--- src/rtl/uart_pkg.sv ---
// Shared types and constants for the UART transmit scheduler slice.
// Latency: n/a (declarations only).
// Backpressure: n/a.
package uart_pkg;

  // Width of requester indices on cur_id / err_id / cfg_id.
  localparam int ID_W = 3;

  // Divisor the uart powers up with; the scheduler's table starts here too.
  localparam int UART_DEFAULT_DIV = 651;

  // Frame sequencer states.
  typedef enum logic [1:0] {
    ST_IDLE = 2'd0,
    ST_SEND = 2'd1,
    ST_GAP  = 2'd2
  } state_t;

endpackage

--- src/rtl/rr_arbiter.sv ---
// Round-robin pick of the first pending requester after ptr, wrapping mod N.
// Latency: combinational.
// Backpressure: none; the caller decides when a grant is taken.
module rr_arbiter
  import uart_pkg::*;
#(
  parameter int N = 4
) (
  input  logic [N-1:0]    req,
  input  logic [ID_W-1:0] ptr,
  output logic [ID_W-1:0] sel,
  output logic            vld
);

  logic [ID_W-1:0] hi_sel;
  logic            hi_vld;
  logic [ID_W-1:0] lo_sel;

  // Scan downward so the last hit is the lowest index: hi_* tracks the lowest
  // set bit above ptr, lo_* the lowest set bit overall (used on wrap-around).
  always_comb begin
    hi_sel = '0;
    hi_vld = 1'b0;
    lo_sel = '0;
    vld    = 1'b0;
    for (int i = N - 1; i >= 0; i--) begin
      if (req[i]) begin
        vld    = 1'b1;
        lo_sel = ID_W'(i);
        if (ID_W'(i) > ptr) begin
          hi_vld = 1'b1;
          hi_sel = ID_W'(i);
        end
      end
    end
    sel = hi_vld ? hi_sel : lo_sel;
  end

endmodule

--- src/rtl/uart_tx_scheduler.sv ---
// Shares one uart transmitter between N byte requesters, round-robin, per-requester baud.
// Latency: uart_start rises 1 clk after req is seen in IDLE; frames are separated by GAP_CYCLES.
// Backpressure: req is a level held until ack; only one frame in flight, watchdog aborts stuck frames.
module uart_tx_scheduler
  import uart_pkg::*;
#(
  parameter int N           = 4,
  parameter int DIV_W       = 32,
  parameter int DEFAULT_DIV = uart_pkg::UART_DEFAULT_DIV,
  parameter int GAP_CYCLES  = 2,
  parameter int TIMEOUT     = 200000
) (
  input  logic             clk,
  input  logic             areset_n,
  input  logic [N-1:0]     req,
  input  logic [8*N-1:0]   req_data,
  output logic [N-1:0]     ack,
  input  logic             cfg_we,
  input  logic [ID_W-1:0]  cfg_id,
  input  logic [DIV_W-1:0] cfg_div,
  output logic             uart_start,
  output logic [7:0]       uart_data,
  output logic [DIV_W-1:0] uart_divisor,
  input  logic             uart_tx_done,
  output logic             busy,
  output logic [ID_W-1:0]  cur_id,
  output logic             err,
  output logic [ID_W-1:0]  err_id
);

  localparam int TMR_W = $clog2(TIMEOUT + 1);
  localparam int GAP_W = (GAP_CYCLES > 1) ? $clog2(GAP_CYCLES + 1) : 1;

  state_t           state;
  logic [ID_W-1:0]  ptr;
  logic [ID_W-1:0]  arb_sel;
  logic             arb_vld;
  logic             done_q;
  logic             done_edge;
  logic             timeout_hit;
  logic [TMR_W-1:0] timer;
  logic [GAP_W-1:0] gap_cnt;
  logic [DIV_W-1:0] div_tab [N];
  logic [7:0]       sel_data;
  logic [DIV_W-1:0] sel_div;
  logic [N-1:0]     sel_onehot;

  rr_arbiter #(.N(N)) u_arb (
    .req (req),
    .ptr (ptr),
    .sel (arb_sel),
    .vld (arb_vld)
  );

  // Only a fresh rising edge of tx_done completes a frame; a stale high level does not.
  assign done_edge   = uart_tx_done & ~done_q;
  assign timeout_hit = (timer == TMR_W'(TIMEOUT - 1));
  assign busy        = (state != ST_IDLE);

  // Gather the winner's byte, divisor and one-hot ack from the arbiter index.
  always_comb begin
    sel_data   = '0;
    sel_div    = '0;
    sel_onehot = '0;
    for (int i = 0; i < N; i++) begin
      if (arb_sel == ID_W'(i)) begin
        sel_data      = req_data[8*i +: 8];
        sel_div       = div_tab[i];
        sel_onehot[i] = 1'b1;
      end
    end
  end

  // Registered copy of tx_done for edge detection.
  always_ff @(posedge clk or negedge areset_n) begin
    if (!areset_n) begin
      done_q <= 1'b0;
    end else begin
      done_q <= uart_tx_done;
    end
  end

  // Divisor table: writes land in any state; a grant in the same cycle reads the old entry.
  always_ff @(posedge clk or negedge areset_n) begin
    if (!areset_n) begin
      for (int i = 0; i < N; i++) begin
        div_tab[i] <= DIV_W'(DEFAULT_DIV);
      end
    end else begin
      for (int i = 0; i < N; i++) begin
        if (cfg_we && (cfg_id == ID_W'(i))) begin
          div_tab[i] <= cfg_div;
        end
      end
    end
  end

  // Frame sequencer: grant, hold the uart inputs through SEND, then the inter-frame gap.
  always_ff @(posedge clk or negedge areset_n) begin
    if (!areset_n) begin
      state        <= ST_IDLE;
      ptr          <= ID_W'(N - 1);
      ack          <= '0;
      uart_start   <= 1'b0;
      uart_data    <= '0;
      uart_divisor <= DIV_W'(DEFAULT_DIV);
      cur_id       <= '0;
      err          <= 1'b0;
      err_id       <= '0;
      timer        <= '0;
      gap_cnt      <= '0;
    end else begin
      ack <= '0;
      err <= 1'b0;
      case (state)
        ST_IDLE: begin
          if (arb_vld) begin
            state        <= ST_SEND;
            uart_data    <= sel_data;
            uart_divisor <= sel_div;
            cur_id       <= arb_sel;
            ack          <= sel_onehot;
            uart_start   <= 1'b1;
            timer        <= '0;
          end
        end
        ST_SEND: begin
          timer <= timer + 1'b1;
          if (done_edge || timeout_hit) begin
            uart_start <= 1'b0;
            ptr        <= cur_id;
            // A completion in the same cycle as the timeout is not an abort.
            if (!done_edge) begin
              err    <= 1'b1;
              err_id <= cur_id;
            end
            if (GAP_CYCLES == 0) begin
              state <= ST_IDLE;
            end else begin
              state   <= ST_GAP;
              gap_cnt <= '0;
            end
          end
        end
        ST_GAP: begin
          if (gap_cnt == GAP_W'(GAP_CYCLES - 1)) begin
            state <= ST_IDLE;
          end else begin
            gap_cnt <= gap_cnt + 1'b1;
          end
        end
        default: begin
          state <= ST_IDLE;
        end
      endcase
    end
  end

endmodule

--- config.mk ---
export PLATFORM = sky130hd
export DESIGN_NAME = uart_tx_scheduler
export DESIGN_NICKNAME = d
export VERILOG_FILES = /design/src/rtl/uart_pkg.sv /design/src/rtl/rr_arbiter.sv /design/src/rtl/uart_tx_scheduler.sv
export SDC_FILE = /design/constraint.sdc
export NUM_CORES = 1
export LEC_CHECK = 0
export BUFFER_PORTS_ARGS = -buffer_cell sky130_fd_sc_hd__buf_4
export CAP_MARGIN = 20
export CORE_ASPECT_RATIO = 1.75
export CORE_UTILIZATION = 58
export CTS_BUF_LIST = sky130_fd_sc_hd__clkbuf_8 sky130_fd_sc_hd__clkbuf_16
export DETAILED_ROUTE_END_ITERATION = 10
export GPL_ROUTABILITY_DRIVEN = 0
export PLACE_DENSITY = 0.8
export SLEW_MARGIN = 10
export SYNTH_ARGS = -nofsm -noshare
export SYNTH_HDL_FRONTEND = slang
export SYNTH_SLANG_ARGS = --single-unit
--- constraint.sdc ---
create_clock -name clk -period 2.4 [get_ports clk]
set_input_delay 0 -clock clk [delete_from_list [all_inputs] [get_ports clk]]
set_output_delay 0 -clock clk [all_outputs]
set_load 0.005 [all_outputs]
---- Word-level counts from Yosys, hierarchy flattened ----
Cells that the tools add are included.
word-level totals
  register bits ........................... 206
operators by class
  add/sub/neg operators ................... 2
  magnitude comparators ................... 4
  equality and inequality tests ........... 14
  muxes and demuxes ....................... 54
  bitwise gates (word level) .............. 3
  reductions and logical operators ........ 18
operators with widths
  cell                     number
  $mux W32                 4
  $pmux W18 S2             1
  $mux W8                  4
  $mux W3                  8
  $mux W1                  21
  $mux W2                  10
  $add A18 B1 Y18 const B  1
  $eq A18 B18 Y1 const B   1
  $mux W18                 1
  $eq A3 B2 Y1 const B     4
  $reduce_and A3 Y1        4
  $mux W4                  2
  $ne A2 B2 Y1 const B     4
  $eq A3 B1 Y1 const B     2
  $gt A1 B3 Y1 const A     2
  $gt A2 B3 Y1 const A     2
  $logic_not A3 Y1         2
  $pmux W2 S3              1
  $reduce_and A2 Y1        3
  $reduce_bool A2 Y1       3
  $eq A2 B1 Y1 const B     2
  $logic_and A1 B1 Y1      4
  $pmux W2 S2              1
  $add A2 B1 Y2 const B    1
  6 further kinds          7

---- Depth between registers and ports, before layout ----
Gate-level depths: netlist of run 1.
  word-level depth ........................ 15
  gate-level depth with buffers ........... 7
  gate-level depth less buffers ........... 6

---- Modules after synthesis ----
From an unflattened synthesis of run 1, not the netlist that was laid out.
unflattened totals
  cell total of the unflattened synthesis .. 625
  area total of the unflattened synthesis .. 9,282.7 um^2
by module, submodules not included
  module             times used  cells each  area an instance (um^2)  seq. area each (um^2)
  uart_tx_scheduler  1           607         9,173.8                  5,188.7
  rr_arbiter         1           18          108.9                    0.0

---- Least setup slack after synthesis of run 1 ----
No wires, ideal clock.
  path type ............................... register to register
  start ................................... register ptr[0]
  end ..................................... register uart_data[2]
  setup time .............................. 74 ps
  arrival ................................. 1,620 ps
  required time ........................... 2,326 ps
  path slack .............................. 706 ps
  stages on the path, launching flop included .. 8
  clock period less this slack ............ 1,694 ps
  cell sequence ........................... dfstp_2 nor2b_1 o21ai_0 o211a_1 buf_6 buf_2 mux2_2 o21ai_2
on the way
  longest elaborated chain between the ends .. 15
RTL lines
  item                                line                      text
  start, declared                     uart_tx_scheduler.sv:35   logic [ID_W-1:0] ptr;
  start signal, assigned              uart_tx_scheduler.sv:102  ptr <= ID_W'(N - 1);
  start signal, assigned              uart_tx_scheduler.sv:131  ptr <= cur_id;
  $gt A2 B3 Y1                        rr_arbiter.sv:30          if (ID_W'(i) > ptr) begin
  $mux W2 or $mux W1 (tied branches)  rr_arbiter.sv:30
  $mux W3 or $mux W1 (tied branches)  rr_arbiter.sv:27          if (req[i]) begin
  $mux W3 or $mux W1 (tied branches)  rr_arbiter.sv:30
  $mux W3 or $mux W1 (tied branches)  rr_arbiter.sv:27
  $mux W3 or $mux W1 (tied branches)  rr_arbiter.sv:30
  $mux W3 or $mux W1 (tied branches)  rr_arbiter.sv:27
  $mux W3 or $mux W1 (tied branches)  rr_arbiter.sv:30
  $mux W3 or $mux W1 (tied branches)  rr_arbiter.sv:27
  $mux W3 *                           rr_arbiter.sv:36          sel = hi_vld ? hi_sel : lo_sel;
  $logic_not A3 Y1                    uart_tx_scheduler.sv:66   if (arb_sel == ID_W'(i)) begin
  $mux W8 (3 in series)               uart_tx_scheduler.sv:66
  $mux W8 *                           uart_tx_scheduler.sv:66
  end signal, assigned                uart_tx_scheduler.sv:119  uart_data <= sel_data;
  end, declared                       uart_tx_scheduler.sv:22   output logic [7:0] uart_data,
Every way passes the cells marked *; elsewhere a longest branch is shown, timed or not.
A chain may end at the register's enable or synchronous reset.

---- Worst setup path in the final report of run 1 ----
  start ................................... register ptr[1]
  end ..................................... register uart_data[7]
Same word-level chain as after synthesis.

==> results.py, run 1 <==
metrics = {
    "run_status": {
        "outcome": "finished with violations",
        "violations": "design-rule violations",
    },
    "cts": {
        "cts_buffer_depth": 3,
        "h-tree-depth": 1,
        "clkTransAtPathRegs_ns": 0.07,
        "cts_root_buf": "clkbuf_16",
        "cts.sinks": 203,
        "cts_buffers": 18,
        "clock_latency_ns": 0.48,
        "cts_tree": "done",
    },
    "placement": {
        "dp.cells": 994,
        "io_buffers": 125,
        "dp_slack_ns": 0.318,
        "dp_hpwl_um": 13000,
    },
    "yosys": {
        "synth-edff-count": 0,
        "yosys_most_used_dff": "dfrtp_1",
        "synth_area_leader_cell": "dfrtp_1",
        "yosysUniqueCellTypes": 46,
        "syn_inst": 708,
        "synthTopCellsByCount": "dfrtp_1, mux2_2, mux2i_1",
        "yosys_warnings": 0,
        "ys_top_cells_by_area": "dfrtp_1, mux2_2, mux2i_1",
        "avgSynthCellArea_um2": 13.2,
        "synth_most_common_cell": "dfrtp_1",
        "yosys_register_bits": 203,
        "netlist_area_mm2": 0.00932,
        "synth_top_area_share_pct": 47.3,
        "async_flop_share_pct": 100,
        "yosysSeqAreaShare_pct": 54.9,
    },
    "worst_setup_path": {
        "reg2reg_to": "uart_data[7]$_DFFE_PN0P_",
        "cp-start-kind": "register",
        "worst-r2r-cell-count": 7,
        "critPathArrivalTime_ns": 2.64,
        "timing.reg2reg.setup_slack_ns": 0.12,
        "cp.required_ns": 2.76,
        "criticalPathCategory": "reg2reg",
        "crit_start": "ptr[1]$_DFFE_PN1P_",
        "crit_fanout": 11,
        "endpoint": "uart_data[7]$_DFFE_PN0P_",
        "r2r_start": "ptr[1]$_DFFE_PN1P_",
        "crit_path_end_kind": "register",
    },
    "floorplanning": {
        "core_mm2": 0.0158,
        "start_util_pct": 59.0,
        "rows": 61,
        "die_w_um": 97.8,
        "die_height_um": 170,
        "dieArea_mm2": 0.0166,
        "io_pins": 128,
    },
    "power": {
        "p_leak_nw": 5.31,
        "pwr-share-seq_pct": 41.3,
        "power_frac_comb_pct": 35.2,
        "pwr_density_cell_mw_per_mm2": 1040,
        "clockPowerShare_pct": 23.5,
        "p_int_w": 0.00827,
        "switching_power_w": 0.00377,
        "peakVddDrop_uv": 727,
        "switching_share_pct": 31.3,
        "finalPower_w": 0.0120,
    },
    "final_layout": {
        "fin_util_pct": 73.2,
        "num-fill-cells": 1040,
        "syn2layout_area_growth_pct": 24.2,
        "multi_input_area_mm2": 0.00393,
        "n_antenna_cell": 0,
        "final_cells": 1083,
        "regArea_mm2": 0.00511,
        "nets": 960,
        "drive_gt1_share_pct": 40.8,
    },
    "timing": {
        "setup_ws_ns": 0.121,
        "hold_viol": 0,
        "setup_tns_ns": 0,
        "clock_skew_ns": 0.0161,
        "maxSlewViolCount": 0,
        "fmax_mhz": 439,
        "tightest_slew_ns": 0.761,
        "setup_violations": 0,
        "slew_headroom_pct": 49.3,
        "rsz0062_at_grt": "false",
        "period_share_pct": 95.0,
        "min_period_ns": 2.28,
    },
    "run": {
        "drv_cap": 0,
    },
    "route": {
        "ant_nets": 0,
        "vias": 6271,
        "vias_per_cell": 5.79,
        "detail_route.wl_per_cell_um": 18.9,
        "drc": 24,
        "routed_wl_um": 20400,
        "drtPass1Iterations": 7,
        "drt_first_iter_violations": 245,
    },
    "grt": {
        "grt_pass1_wl_um": 33900,
        "grtUsageTotal_pct": 25.6,
        "grt_max_degree": 99,
        "grt-ovfl-total": 0,
        "grt_pass1_vias": 6895,
        "grt_antenna_before_repair": 0,
    },
    "worst_hold_path": {
        "hold_class": "in2reg",
    },
}
## worst min path at each step
stage,depth (start not counted),startpoint,endpoint
6_report,4,req_data[24],uart_data[0]$_DFFE_PN0P_
5_1_grt,4,req_data[31],uart_data[7]$_DFFE_PN0P_
4_1_cts,4,req_data[24],uart_data[0]$_DFFE_PN0P_
3_5_place_dp,1,uart_tx_done,done_q$_DFF_PN0_
3_3_place_gp,1,areset_n,done_q$_DFF_PN0_
2_1_floorplan,0,areset_n,ack[0]$_DFF_PN0_
## power by group through the flow
stage                     logic, W  registers [W]  clock network (W)
after CTS                  0.00425        0.00497            0.00288
after global placement     0.00396        0.00495                  0
after detailed placement   0.00414        0.00503                  0
after floorplan            0.00292        0.00490                  0
final                      0.00423        0.00498            0.00283
after global routing       0.00463        0.00509            0.00300
## area by class of cell
cell class / instances / share of cell area (%)
Clock buffer: 25 / 4.82
Sequential cell: 203 / 44.2
Clock inverter: 6 / 0.227
Inverter: 4 / 0.130
Tap cell: 189 / 2.04
Timing Repair Buffer: 198 / 14.6
Multi-Input combinational cell: 458 / 33.9
## registers in the layout, summed over array words and instances (netlist names)
register,cells
ptr,2
uart_divisor,32
err_id,2
done_q,1
div_tab,128
err,1
gap_cnt,2
uart_start,1
state,2
ack,4
uart_data,8
timer,18
cur_id,2
## layer usage
metal / global-route usage (%) / vias up / share of wire (%)
li1: - / 2876 / -
met1: 28.1 / 3188 / 37
met2: 49.8 / 166 / 56
met3: 3.17 / 41 / 3.9
met4: 9.55 / 0 / 2.8
met5: 0 / - / 0
## repair_timing
action,CTS,global route
buffers inserted,0,1
hold buffers,57,0
endpoints found under the hold margin,216,0
setup endpoints to repair,0,2
resized for setup,0,2
## critical path, cell delays in order, from the launching register on
cell	delay, ns
dfstp_2	0.57
o21ai_0	0.15
o211ai_4	0.24
buf_8	0.19
mux2i_1	0.22
dlygate4sd3_1	0.58
mux2_2	0.16
o21ai_2	0.05
## metrics by stage
stage               hold WS, ns  area (µm²)
finish                  0.00573       11600
global route             0.0219       11600
CTS                     0.00108       11600
detailed placement        0.124       10400
global placement          0.106       10400
floorplan                -0.296        9320
## cell families (layout without fill, tap and decap cells)
| family | Yosys count | count (layout) | synth area share, % |
|---|---|---|---|
| buf+inv | 48 | 233 | 3.63 |
| flops | 203 | 203 | 54.9 |
| compound gates | 82 | 82 | 5.40 |
| mux | 255 | 255 | 29.7 |
| fa+ha+maj | 2 | 2 | 0.269 |
| simple gates | 117 | 117 | 6.08 |
| other cells | 1 | 2 | 0.0402 |
## cell usage in the layout, fill, tap and decap left out, types with 3 or more instances in the layout
master / instances
a21oi_1: 5
and2_1: 4
and3_1: 3
buf_12: 4
buf_4: 135
clkbuf_16: 19
clkbuf_8: 7
dfrtp_1: 176
dfstp_2: 27
dlygate4sd3_1: 57
inv_1: 9
mux2_1: 20
mux2_2: 152
mux2i_1: 83
nand2_1: 66
nand2b_1: 3
nand3_1: 8
nand4_1: 5
nor2_1: 7
nor2b_1: 4
nor3_1: 4
o21ai_0: 12
o21ai_1: 39
o21ai_2: 12
o31ai_1: 4
No activity file was read; power rests on OpenSTA's default activity.
==> run 2, diff against run 1 <==
Settings changed: CORE_ASPECT_RATIO 1.75 to 1.2, CTS_CLUSTER_DIAMETER set to 100.
==> run 2 against run 1 <==
Effect of this change: the run now ends clean; sequential power is essentially flat; highest routed layer unchanged; utilization increased by 0.90 points; non-clock buffer count fell by 7; global-route usage down 0.97 points; cell area is 0.22% higher; largest cell class unchanged; power rose by 1.5%; clock-buffer cell count stayed put.
==> results.py, run 2 (synthesized netlist as in run 1, its figures left out) <==
metrics = {
    "run_status": {
        "outcome": "complete, no violations",
    },
    "timing": {
        "setup_ws_ns": 0.435,
        "setup_violations": 0,
        "slew_headroom_pct": 61.4,
        "whs_ns": 0.00382,
        "hold_viol": 0,
        "setup_tns_ns": 0,
        "clock_skew_ns": 0.00661,
        "tightest_slew_ns": 0.579,
        "maxSlewViolCount": 0,
        "min_period_ns": 1.96,
        "period_share_pct": 81.9,
        "rsz0062_at_grt": "false",
        "fmax_mhz": 509,
    },
    "cts": {
        "cts_tree": "done",
        "clkTransAtPathRegs_ns": 0.06,
        "h-tree-depth": 1,
        "ctsResizeCount": 0,
        "cts_hold_buf": 50,
        "cts_root_buf": "clkbuf_16",
        "postCtsSetupBuffers": 0,
        "clock_latency_ns": 0.48,
        "cts_buffer_depth": 3,
        "cts_buffers": 21,
        "cts.sinks": 203,
    },
    "route": {
        "routed_wl_um": 19700,
        "detail_route.wl_per_cell_um": 17.9,
        "drt_first_iter_violations": 240,
        "vias_per_cell": 5.64,
        "ant_nets": 0,
        "drc": 0,
        "vias": 6188,
        "drtPass1Iterations": 4,
    },
    "final_layout": {
        "final_cells": 1098,
        "layout_commonest_cell": "dfrtp_1",
        "largest_register_ffs": 128,
        "n_antenna_cell": 0,
        "fin_util_pct": 74.1,
        "final_cell_mix": "dfrtp_1, mux2_2, buf_4",
        "largestRegisters": "div_tab x128, uart_divisor x32, timer x18",
        "num-fill-cells": 1022,
        "nets": 956,
        "drive_gt1_share_pct": 41.3,
        "largest-register": "div_tab",
        "syn2layout_area_growth_pct": 24.4,
    },
    "floorplanning": {
        "die_height_um": 141,
        "start_util_pct": 59.6,
        "rows": 50,
        "io_pins": 128,
        "dieArea_mm2": 0.0166,
        "core_mm2": 0.0156,
        "die_w_um": 118,
    },
    "placement": {
        "io_buffers": 125,
        "dp_slack_ns": 0.448,
        "dp_hpwl_um": 12100,
        "dp.cells": 1014,
    },
    "worst_setup_path": {
        "critPathArrivalTime_ns": 2.36,
        "crit_fanout": 22,
        "cp.required_ns": 2.80,
        "max_stage_delay_ns": 0.54,
        "criticalPathCategory": "reg2reg",
        "crit_family": "flip-flops",
        "cp-start-kind": "register",
        "crit_path_end_kind": "register",
        "cp_slowest_cell": "dfstp_2",
        "worst-path-buf-inv": 1,
        "path_cells": "nor2b_1, o21ai_0, o211a_2, buf_4, mux2_2, o21ai_1",
    },
    "power": {
        "switching_share_pct": 30.8,
        "power_frac_comb_pct": 34.1,
        "pwr-share-seq_pct": 40.8,
        "pwr_density_cell_mw_per_mm2": 1050,
        "clockPowerShare_pct": 25.2,
        "p_leak_nw": 5.32,
        "switching_power_w": 0.00377,
        "peakVddDrop_uv": 708,
        "p_int_w": 0.00845,
    },
    "grt": {
        "grt_pass1_wl_um": 33100,
        "grtUsageTotal_pct": 24.7,
        "grt-ovfl-total": 0,
        "grt_antenna_before_repair": 0,
        "grt_max_degree": 83,
        "grt_pass1_vias": 6653,
    },
    "run": {
        "drv_cap": 0,
    },
    "worst_hold_path": {
        "hold_class": "in2reg",
    },
}
-- run 2: cell types whose count changed in the layout (fill, tap and decap cells not counted) --
cell / previous run / this run
buf_12: 4 / 5
clkinvlp_4: 1 / 0
clkbuf_16: 19 / 21
buf_8: 1 / 0
inv_8: 0 / 1
clkinv_2: 0 / 2
clkbuf_8: 7 / 5
dlygate4sd3_1: 57 / 50
bufinv_16: 0 / 1
-- run 2: stage by stage --
step | total power [W] | area, µm²
2_1_floorplan | 0.00782 | 9320
3_3_place_gp | 0.00891 | 10400
3_5_place_dp | 0.00915 | 10400
4_1_cts | 0.0123 | 11600
5_1_grt | 0.0129 | 11600
6_report | 0.0122 | 11600
-- run 2: worst paths after layout --
check | from | to | slack (ns) | cells past startpoint
max | ptr[0]$_DFFE_PN1P_ | uart_divisor[11]$_DFFE_PN0P_ | 0.44 | 6
min | req_data[26] | uart_data[2]$_DFFE_PN0P_ | 0.004 | 4
max reg2reg | ptr[0]$_DFFE_PN1P_ | uart_divisor[11]$_DFFE_PN0P_ | 0.44 | 6
min reg2reg | uart_divisor[7]$_DFFE_PN1P_ | uart_divisor[7]$_DFFE_PN1P_ | 0.47 | 2
max in group asynchronous | areset_n | uart_divisor[0]$_DFFE_PN1P_ | 1.52 | 3
min in group asynchronous | areset_n | gap_cnt[0]$_DFFE_PN0P_ | 0.07 | 2
-- run 2: power by group through the flow --
stage	clock network (W)	logic (W)	registers, W
floorplan	0	0.00292	0.00490
global placement	0	0.00395	0.00496
detailed placement	0	0.00412	0.00503
CTS	0.00314	0.00421	0.00498
global route	0.00326	0.00455	0.00510
finish	0.00307	0.00416	0.00498
-- run 2: worst reg2reg max path: cells and delay by family (launching register included) --
family / cells / cell delay, ns
AND/OR/NAND/NOR: 1 / 0.08
multiplexers: 1 / 0.40
flip-flops: 1 / 0.54
AO/OA/AOI/OAI: 3 / 0.54
buffers and inverters: 1 / 0.33
-- run 2: final cells by class --
cell class	count	area, µm²	share of cell area (%)
Clock buffer	25	581	5.01
Clock inverter	9	70.1	0.604
Inverter	4	15.0	0.130
Multi-Input combinational cell	458	3930	33.9
Sequential cell	203	5110	44.1
Tap cell	208	260	2.24
Timing Repair Buffer	191	1630	14.0
-- run 2: layer usage --
layer	part of all wire [%]	GRT usage, %	up-vias	routed length [µm]
li1	-	-	2874	-
met1	42	30.0	3131	8180
met2	52	45.5	146	10300
met3	3.9	3.36	37	769
met4	2.2	7.15	0	428
met5	0	0	-	0
